<file path="src/rtl/sequenciador_pc_busca.sv">
// PC sequencer and fetch unit: holds the architectural PC, fetches over req/ack,
// hands instructions to decode over valid/stall and squashes wrong-path fetches.
module sequenciador_pc_busca #(
  parameter logic [31:0] ENDERECO_INICIAL = 32'h0000_0000,
  parameter int unsigned INCREMENTO       = 4
) (
  input  logic        clock,
  input  logic        reset,
  input  logic [31:0] endereco_jump,
  input  logic        tomar_jump,
  output logic        busca_req,
  output logic [31:0] busca_endereco,
  input  logic        busca_ack,
  input  logic [31:0] instrucao_in,
  output logic [31:0] instrucao_out,
  output logic        instrucao_valida,
  input  logic        parar,
  output logic [31:0] endereco_PC
);

  localparam int unsigned W = 32;

  typedef enum logic [1:0] {
    INICIO   = 2'd0,
    BUSCA    = 2'd1,
    ENTREGA  = 2'd2,
    DESCARTE = 2'd3
  } estado_t;

  estado_t        estado;
  estado_t        proximo;

  logic [W-1:0]   alvo;
  logic [W-1:0]   pc_inc;
  logic [W-1:0]   pc_d;
  logic [W-1:0]   endereco_d;
  logic [W-1:0]   instrucao_d;
  logic           req_d;
  logic           valida_d;

  assign alvo   = {endereco_jump[W-1:2], 2'b00};
  assign pc_inc = endereco_PC + W'(INCREMENTO);

  // state register
  always_ff @(posedge clock) begin
    if (!reset) estado <= INICIO;
    else        estado <= proximo;
  end

  // next-state logic; a redirect always wins over ack and stall
  always_comb begin
    proximo = estado;
    case (estado)
      INICIO:   proximo = BUSCA;
      BUSCA: begin
        if (busca_ack)       proximo = tomar_jump ? INICIO : ENTREGA;
        else if (tomar_jump) proximo = DESCARTE;
      end
      ENTREGA: begin
        if (tomar_jump)  proximo = INICIO;
        else if (!parar) proximo = BUSCA;
      end
      DESCARTE: begin
        if (busca_ack) proximo = INICIO;
      end
      default:  proximo = INICIO;
    endcase
  end

  // next values of the registered outputs
  always_comb begin
    pc_d        = tomar_jump ? alvo : endereco_PC;
    req_d       = busca_req;
    endereco_d  = busca_endereco;
    instrucao_d = instrucao_out;
    valida_d    = instrucao_valida;
    case (estado)
      INICIO: begin
        req_d      = 1'b1;
        endereco_d = pc_d;
      end
      BUSCA: begin
        if (busca_ack) begin
          req_d = 1'b0;
          if (!tomar_jump) begin
            instrucao_d = instrucao_in;
            valida_d    = 1'b1;
            pc_d        = pc_inc;
          end
        end
      end
      ENTREGA: begin
        if (tomar_jump) begin
          valida_d = 1'b0;
        end else if (!parar) begin
          valida_d   = 1'b0;
          req_d      = 1'b1;
          endereco_d = endereco_PC;
        end
      end
      DESCARTE: begin
        // outstanding wrong-path fetch: wait for its ack and drop the data
        if (busca_ack) req_d = 1'b0;
      end
      default: ;
    endcase
  end

  // output / datapath registers
  always_ff @(posedge clock) begin
    if (!reset) begin
      endereco_PC      <= ENDERECO_INICIAL;
      busca_req        <= 1'b0;
      busca_endereco   <= '0;
      instrucao_out    <= '0;
      instrucao_valida <= 1'b0;
    end else begin
      endereco_PC      <= pc_d;
      busca_req        <= req_d;
      busca_endereco   <= endereco_d;
      instrucao_out    <= instrucao_d;
      instrucao_valida <= valida_d;
    end
  end

endmodule

</file>
<file path="config.mk">
export PLATFORM = sky130hd
export DESIGN_NAME = sequenciador_pc_busca
export DESIGN_NICKNAME = d
export VERILOG_FILES = /design/src/rtl/sequenciador_pc_busca.sv
export SDC_FILE = /design/constraint.sdc
export NUM_CORES = 1
export LEC_CHECK = 0
export CAP_MARGIN = 5
export CELL_PAD_IN_SITES_DETAIL_PLACEMENT = 1
export CELL_PAD_IN_SITES_GLOBAL_PLACEMENT = 1
export CORE_MARGIN = 5
export CORE_UTILIZATION = 29
export DETAILED_ROUTE_END_ITERATION = 10
export MAX_ROUTING_LAYER = met4
export PLACE_DENSITY = 0.75
export SETUP_SLACK_MARGIN = 0.2
export SYNTH_ARGS = -nofsm -noshare
export SYNTH_HDL_FRONTEND = slang
export SYNTH_SLANG_ARGS = --single-unit
</file>
<file path="constraint.sdc">
create_clock -name clock -period 1.9 [get_ports clock]
set_clock_uncertainty 0.2 [all_clocks]
set_input_delay 0.38 -clock clock [delete_from_list [all_inputs] [get_ports clock]]
set_output_delay 0.38 -clock clock [all_outputs]
set_load 0.02 [all_outputs]
</file>
# [Word-level counts from Yosys, hierarchy flattened]
# Index checks and enable logic that the tools add are counted.
# W data, S select, Z words.
[word_totals] word_cells=51 in_bits=69 regBits=100 output_inout_bits=98
[op_classes] n_eq_ne=11 n_mux=23 reduce_logical=9 n_addsub=1 n_bitwise=1
[ops] op="$mux W32" count=6
[ops] op="$pmux W32 S2" count=1
[ops] op="$add A32 B3 Y32 const B" count=1
[ops] op="$mux W2" count=6
[ops] op="$reduce_and A3 Y1" count=4
[ops] op="$ne A2 B2 Y1 const B" count=5
[ops] op="$pmux W2 S4" count=1
[ops] op="$mux W1" count=7
[ops] op="$ne A3 B3 Y1 const B" count=2
[ops] op="$eq A2 B2 Y1 const B" count=2
[ops] op="$reduce_and A4 Y1" count=1
[ops] op="$reduce_bool A2 Y1" count=2
[ops] op="$pmux W1 S3" count=1
[ops] op="$eq A2 B1 Y1 const B" count=1
[ops] op="$logic_not A2 Y1" count=1
[ops] op="$ne A2 B1 Y1 const B" count=1
[ops] op="$pmux W1 S2" count=1
[ops] op="$reduce_or A2 Y1" count=1
[ops] op="$not A1 Y1" count=1

# [Longest topological paths before layout]
# Gate-level depths: netlist of run 1.
[depth] depth_word=4 depth_mapped=7 depth_no_buf=5

# [Worst setup path before layout of run 1]
# No wires, ideal clock.
[synth_timing] kind="reg-to-reg" startpoint="register endereco_PC[12]" endpoint="register endereco_PC[29]" path_slack_ns=-0.194 path_buffers=1 setup_ns=0.127 arrival_time_ns=1.767 synth_period_minus_slack_ns=2.094 path_stages_with_launch=6 required_ns=1.573 cell_sequence="dfxtp_1 buf_4 nand4_1 nor4b_2 o21ai_0 or3_1"
[synth_between] elab_chain_len=4
[synth_rtl] element="from (decl)" line_no="18" rtl="output logic [31:0] endereco_PC"
[synth_rtl] element="from (signal assigned)" line_no="118" rtl="endereco_PC <= pc_d;"
[synth_rtl] element="$add A32 B3 Y32" line_no="42" rtl="assign pc_inc = endereco_PC + W'(INCREMENTO);"
[synth_rtl] element="$mux W32" line_no="85" rtl="if (!tomar_jump) begin"
[synth_rtl] element="$mux W32" line_no="83" rtl="if (busca_ack) begin"
[synth_rtl] element="$mux W32" line_no="77" rtl="case (estado)"
# Every way passes these cells.
# A chain may end at the register's enable or synchronous reset.

# [Final worst setup path of run 1]
[layout_timing] startpoint="register estado[1]" endpoint="register endereco_PC[21]"
[layout_between] elab_chain_len=2
[layout_rtl] element="from (decl)" line_no="30" rtl="estado_t estado;"
[layout_rtl] element="from (signal assigned)" line_no="47" rtl="else estado <= proximo;"
[layout_rtl] element="$eq A2 B1 Y1" line_no="77"
[layout_rtl] element="$mux W32" line_no="77"
# Every way passes these cells.

==> results of run 1 <==
## final timing paths
check              startpoint                to  slack, ps  cells after the start
min          instrucao_out[8]  instrucao_out[8]        260                      2
max                 estado[1]   endereco_PC[21]        -60                      4
max reg2reg         estado[1]   endereco_PC[21]        -60                      4
min reg2reg  instrucao_out[8]  instrucao_out[8]        260                      2
## cell type report
class / count / area share
sequential: 100 / 0.250
antenna: 1 / 0.000300
clock buffer: 12 / 0.0308
multi-input combinational: 406 / 0.357
clock inverter: 4 / 0.00555
inverter: 3 / 0.00180
timing repair buffer: 265 / 0.324
tap: 211 / 0.0317
## cells in the mapped netlist (all sizes together) (3+ instances only)
library cell / count
nand2b: 4
mux2i: 4
nor4: 5
nor2b: 5
a311oi: 34
o21a: 3
dfxtp: 100
nor2: 43
and4: 10
a31oi: 7
o31ai: 3
a211oi: 7
nand3: 48
clkbuf: 39
buf: 10
nor3: 7
o21ai: 28
nand2: 98
nand4: 13
a21oi: 43
or4: 4
xor2: 5
and3: 7
or3: 6
xnor2: 4
## tightest hold or removal path: cells and delay by family (launching register included)
family	cells	cell delay [ps]
AO/OA/AOI/OAI	1	50
flip-flops	1	310
AND/OR/NAND/NOR	1	70
## power groups by stage
stage / Clock [W] / Combinational [W] / Sequential [W]
floorplan: 0 / 0.000376 / 0.00255
global route: 0.00207 / 0.00159 / 0.00239
CTS: 0.00195 / 0.00121 / 0.00236
finish: 0.00198 / 0.00152 / 0.00237
detailed placement: 0 / 0.00117 / 0.00241
global placement: 0 / 0.00114 / 0.00240
## layer usage
layer / track usage / vias to the layer above / share of wire
li1: - / 2495 / -
met5: - / - / 0
met2: 0.380 / 204 / 0.52
met1: 0.250 / 2839 / 0.39
met3: 0.0268 / 77 / 0.047
met4: 0.102 / 0 / 0.042
## stage by stage
step           total power, W  hold WS (ps)  area [sq um]  setup TNS (ps)
3_3_place_gp          0.00354           242          6750          -20890
3_5_place_dp          0.00358           254          6750          -26550
5_1_grt               0.00605           283          8340            -404
6_report              0.00587           261          8340           -61.1
4_1_cts               0.00551           263          7350               0
2_1_floorplan         0.00293           314          4620               0
## flip-flops by register name (all words and copies together) (netlist names)
name,flops
busca_endereco,32
endereco_PC,32
instrucao_out,32
estado,2
busca_req,1
instrucao_valida,1
## timing repair
item | 4_1_cts | 5_1_grt
setup endpoints to repair | 189 | 73
cloned | 3 | 14
hold buffers | 0 | 0
gates resized for setup | 179 | 172
pin swaps | 27 | 72
buffers inserted | 19 | 14
## cell families (layout without fill, tap and decap cells)
group,after synthesis,count (layout)
AOI/OAI and AO/OA,131,131
DFF,100,100
adders and majority gates,1,1
muxes,4,4
xor gates and xnor gates,9,9
other,0,1
and+or+nand+nor,261,261
buffers and inverters,52,284
==> qor.yml, run 1 <==
status: "finished, violations left"
violations: "setup timing"
area_delta_synth_final_pct: 84.8
cp_max_fo: 6
row_count: 45
worst_pin_slew_ps: 398
ant_nets: 0
p_clk_frac: 0.337
rsz0062_at_grt: "yes"
vias: 5615
final_cell_mix: "dfxtp_1 (73), dlygate4sd2_1 (71), nand2_1 (70)"
cp.buffers_inverters: 0
cp.required_ps: 1970
grt_max_degree: 40
clockBufferDepth: 2
final_util: 0.546
drive_above_1_share: 0.363
max_freq_ghz: 0.510
worstSetupStartpointType: "flip-flop"
ys_warn_count: 0
drt_wl_total_um: 24400
ioPinCount: 167
synth.yosys.seq_area_share: 0.444
place_inst: 935
cts-root-buf: "clkbuf_16"
die_h_um: 135
setup_slack_ps: -61.1
core-area_sq_mm: 0.0153
grt.total_usage: 0.218
cts.sinks: 100
synth_xor_area_frac: 0.0175
drt_iter0_drc: 365
muxShareOfSynthArea: 0.00887
multi_input_area_sq_mm: 0.00298
grt_pass1_wl_um: 30700
synth_top_area_frac: 0.444
internal_power_w: 0.00403
ys_async_sr_fraction: 0
seq_power_share: 0.404
overflow: 0
crit_path_max_incr_delay_ps: 520
p_sw_frac: 0.313
pre_cts_slack_ps: -527
p_sw_w: 0.00184
yosys.area_share.adder: 0.00277
synthFlopType: "dfxtp_1"
worst_hold_path_type: "flip-flop to flip-flop"
ys_types: 51
final_cells: 1002
numCtsBuffers: 9
slew_violations: 0
vdd_drop_max_uv: 443
fin_crit_ps: 1960
max_slew_margin: 0.732
power_frac_comb: 0.259
initial_core_util: 0.296
netlist_area_sq_mm: 0.00451
dr.pass1.iters: 5
synthSimpleGateAreaFrac: 0.291
clk_latency_ps: 370
via_per_inst: 5.60
cp-end-kind: "flip-flop"
setup_viol: 1
die_x_um: 135
drc_errors: 0
grt_pass1_vias: 5678
final_common_cell: "dfxtp_1"
hold_violations: 0
place_congestion: 0.836
cp_cell_sequence: "and4b_2 -> nand4_1 -> or4_4 -> a31oi_2"
syn_inst: 558
leakage_nw: 3.48
synth_top_family_by_area: "simple AND/OR/NAND/NOR gates"
nNetsFinal: 855
path_delay_family: "simple AND/OR/NAND/NOR gates"
yosysTopAreaCell: "dfxtp_1"
powerDensity_mw_per_mm2: 704
place_hpwl_um: 13500
fin_crit_sh: 1.03
syn_nets: 628
clk_pin_slew_ps: 70
crit_type: "flip-flop to flip-flop"
ys_top_cells_by_area: "dfxtp_1 (44%), nand2_1 (8.2%), a311oi_1 (6.6%)"
cts_tree: "built"
arrival_ps: 2030
fillers: 1719
dieArea_sq_mm: 0.0182
antenna_found_initial: 1
seqCellArea_sq_mm: 0.00208
synth_compound_area_frac: 0.188
portBuffers: 164
synth_edf_count: 0
wire_per_inst_um: 24.4
ys_seq_elements: 100
max-cap-violations: 0
postSynthAreaPerCell_sq_um: 8.09
slowest_stage: "or4_4"
htree_levels: 3
No activity file was read; power rests on OpenSTA's default activity.
==> run 2: changes to the inputs <==
CTS_CLUSTER_DIAMETER = 50   (was not set)
==> results of run 2 <==
No change in the layout: final DEF, timing and power equal those of run 1.
==> run 3: changes to the inputs <==
CORE_UTILIZATION = 34   (was 29)
PLACE_DENSITY = 0.83   (was 0.75)
SLEW_MARGIN = 30   (was not set)
clock period = 2.5 ns   (was 1.9 ns; I/O delays follow)
==> run 3 against run 2 <==
The flow now finishes without violations. Register-to-register slack gained 350 ps. Worst setup slack gained 290 ps. Worst hold slack lost 4.3 ps. Cell count shrank 11%. Sequential power shrank 24%. Via count shrank 13%. Die area shrank 14%. Wire length shrank 29%. Largest cell class unchanged. Largest power group unchanged.
==> qor.yml, run 3 (same netlist as run 1, synthesis figures left out) <==
vias: 4901  # was 5615
numCtsBuffers: 9  # unchanged
cts.sinks: 100  # unchanged
dr.pass1.iters: 4  # was 5
ioPinCount: 167  # unchanged
rsz0062_at_grt: "yes"  # unchanged
pre_cts_slack_ps: -69.1  # was -527 ps
final_util: 0.514  # was 0.546
grt_pass1_wl_um: 27500  # was 30700 um
vdd_drop_max_uv: 367  # was 443 uV
die_h_um: 125  # was 135 um
setup_slack_ps: 231  # was -61.1 ps
max-cap-violations: 0  # unchanged
clockBufferDepth: 2  # unchanged
clk_latency_ps: 340  # was 370 ps
slew_violations: 0  # unchanged
largestRegisters: "busca_endereco: 32 flops, endereco_PC: 32 flops, instrucao_out: 32 flops"  # unchanged
fin_crit_sh: 0.907
arrival_ps: 2330  # was 2030 ps
path_delay_family: "simple AND/OR/NAND/NOR gates"  # unchanged
grt_pass1_vias: 5104  # was 5678
core-area_sq_mm: 0.0131  # was 0.0153 sq mm
power.total_w: 0.00408  # was 0.00587 W
cts-root-buf: "clkbuf_16"  # unchanged
drive_above_1_share: 0.0808  # was 0.363
antenna_found_initial: 0  # was 1
leakage_nw: 2.38  # was 3.48 nW
clk_pin_slew_ps: 70  # about the same
grt_max_degree: 52  # was 40
nNetsFinal: 783  # was 855
status: "completed"  # was finished, violations left
die_x_um: 125  # was 135 um
drc_errors: 0  # unchanged
final_cell_mix: "clkdlybuf4s50_1 (163), dfxtp_1 (100), nand2_1 (98)"  # was dfxtp_1 (73), dlygate4sd2_1 (71), nand2_1 (70)
hold_violations: 0  # unchanged
n_antenna_cell: 0  # was 1
holdWs_ps: 257  # was 261 ps
tns_ps: 0  # was -61.1 ps
cp.required_ps: 2560  # was 1970 ps
cp-end-kind: "flip-flop"  # unchanged
grt.total_usage: 0.220  # was 0.218
place_hpwl_um: 12300  # was 13500 um
max_freq_ghz: 0.441
area_delta_synth_final_pct: 49.5  # was 84.8%
worstSetupStartpointType: "primary input"  # was flip-flop
max_slew_margin: 0.702  # was 0.732
cp_max_fo: 5  # was 6
final_common_cell: "clkdlybuf4s50_1"  # was dfxtp_1
row_count: 42  # was 45
reg2reg_slack_ps: 290  # was -60 ps
portBuffers: 164  # unchanged
crit_type: "primary input to flip-flop"  # was flip-flop to flip-flop
dieArea_sq_mm: 0.0157  # was 0.0182 sq mm
initial_core_util: 0.344  # was 0.296
htree_levels: 3  # unchanged
fin_crit_ps: 2270
drt_wl_total_um: 17300  # was 24400 um
cp_cell_sequence: "clkdlybuf4s50_1 -> and4b_2 -> nand4_1 -> buf_4 -> or4_4 -> a31oi_1"  # was and4b_2 -> nand4_1 -> or4_4 -> a31oi_2
crit_path_max_incr_delay_ps: 560  # was 520 ps
wire_per_inst_um: 19.3  # was 24.4 um
place_congestion: 0.811  # was 0.836
ant_nets: 0  # unchanged
setup_viol: 0  # was 1
worst_pin_slew_ps: 443  # was 398 ps
via_per_inst: 5.48  # was 5.60
worst_hold_path_type: "flip-flop to flip-flop"  # unchanged
cts_tree: "built"  # unchanged
drt_iter0_drc: 280  # was 365
powerDensity_mw_per_mm2: 605  # was 704 mW/mm^2
cp.buffers_inverters: 2  # was 0
overflow: 0  # unchanged
slowest_stage: "clkdlybuf4s50_1"  # was or4_4
[run 3: cell count changes in the layout (fill, tap and decap cells not counted), moves of 19 or more]
cell | previous run | this run
dfxtp_1 | 73 | 100
clkdlybuf4s50_1 | 63 | 163
a21oi_2 | 23 | 0
buf_4 | 60 | 25
dlygate4sd2_1 | 71 | 0
nand2_1 | 70 | 98
a311oi_1 | 15 | 34
a21oi_1 | 20 | 43
[run 3: worst register-to-register path, cell delays in order (launching register included)]
cell and delay [ps]:
dfxtp_1 470, and4_1 320, nand4_1 310, or4_4 590, a31oi_1 230
[run 3: routing by layer]
layer | vias to the layer above | global-route usage | part of all wire
met4 | 0 | 0.0651 | 0.016
met3 | 20 | 0.0439 | 0.054
met1 | 2388 | 0.267 | 0.43
met2 | 163 | 0.370 | 0.50
li1 | 2330 | - | -
met5 | - | - | 0
[run 3: stage by stage]
| step | cell area [sq um] | cells |
|---|---|---|
| 6_report | 6750 | 894 |
| 5_1_grt | 6750 | 894 |
| 4_1_cts | 6730 | 893 |
| 3_5_place_dp | 6420 | 877 |
| 3_3_place_gp | 6420 | 877 |
| 2_1_floorplan | 4510 | 558 |
[run 3: worst paths after layout]
path                          from                to  depth (start not counted)
hold reg to reg   instrucao_out[9]  instrucao_out[9]                          2
setup reg to reg   endereco_PC[13]   endereco_PC[21]                          4
hold / removal    instrucao_out[9]  instrucao_out[9]                          2
setup / recovery         busca_ack   endereco_PC[21]                          6
[run 3: area by class of cell]
cell class	count	area, sq um
timing repair buffer	193	1900
multi-input combinational	406	2310
clock buffer	13	260
inverter	3	11.3
fill	1549	6390
sequential	100	2000
tap	176	220
clock inverter	3	45.0
[run 3: what timing repair did]
| item | 4_1_cts | 5_1_grt |
|---|---|---|
| resized for setup | 2 | 2 |
| hold buffers | 0 | 0 |
| setup endpoints to repair | 1 | 3 |
| pin swaps | 1 | 0 |
| buffers inserted | 0 | 1 |
[run 3: power by group]
group / internal [W] / switching (W) / leakage [nW] / total (W)
logic: 0.000398 / 0.000433 / 1.41 / 0.000830
clock network: 0.000833 / 0.000618 / 0.142 / 0.00145
registers: 0.00170 / 0.000103 / 0.823 / 0.00180
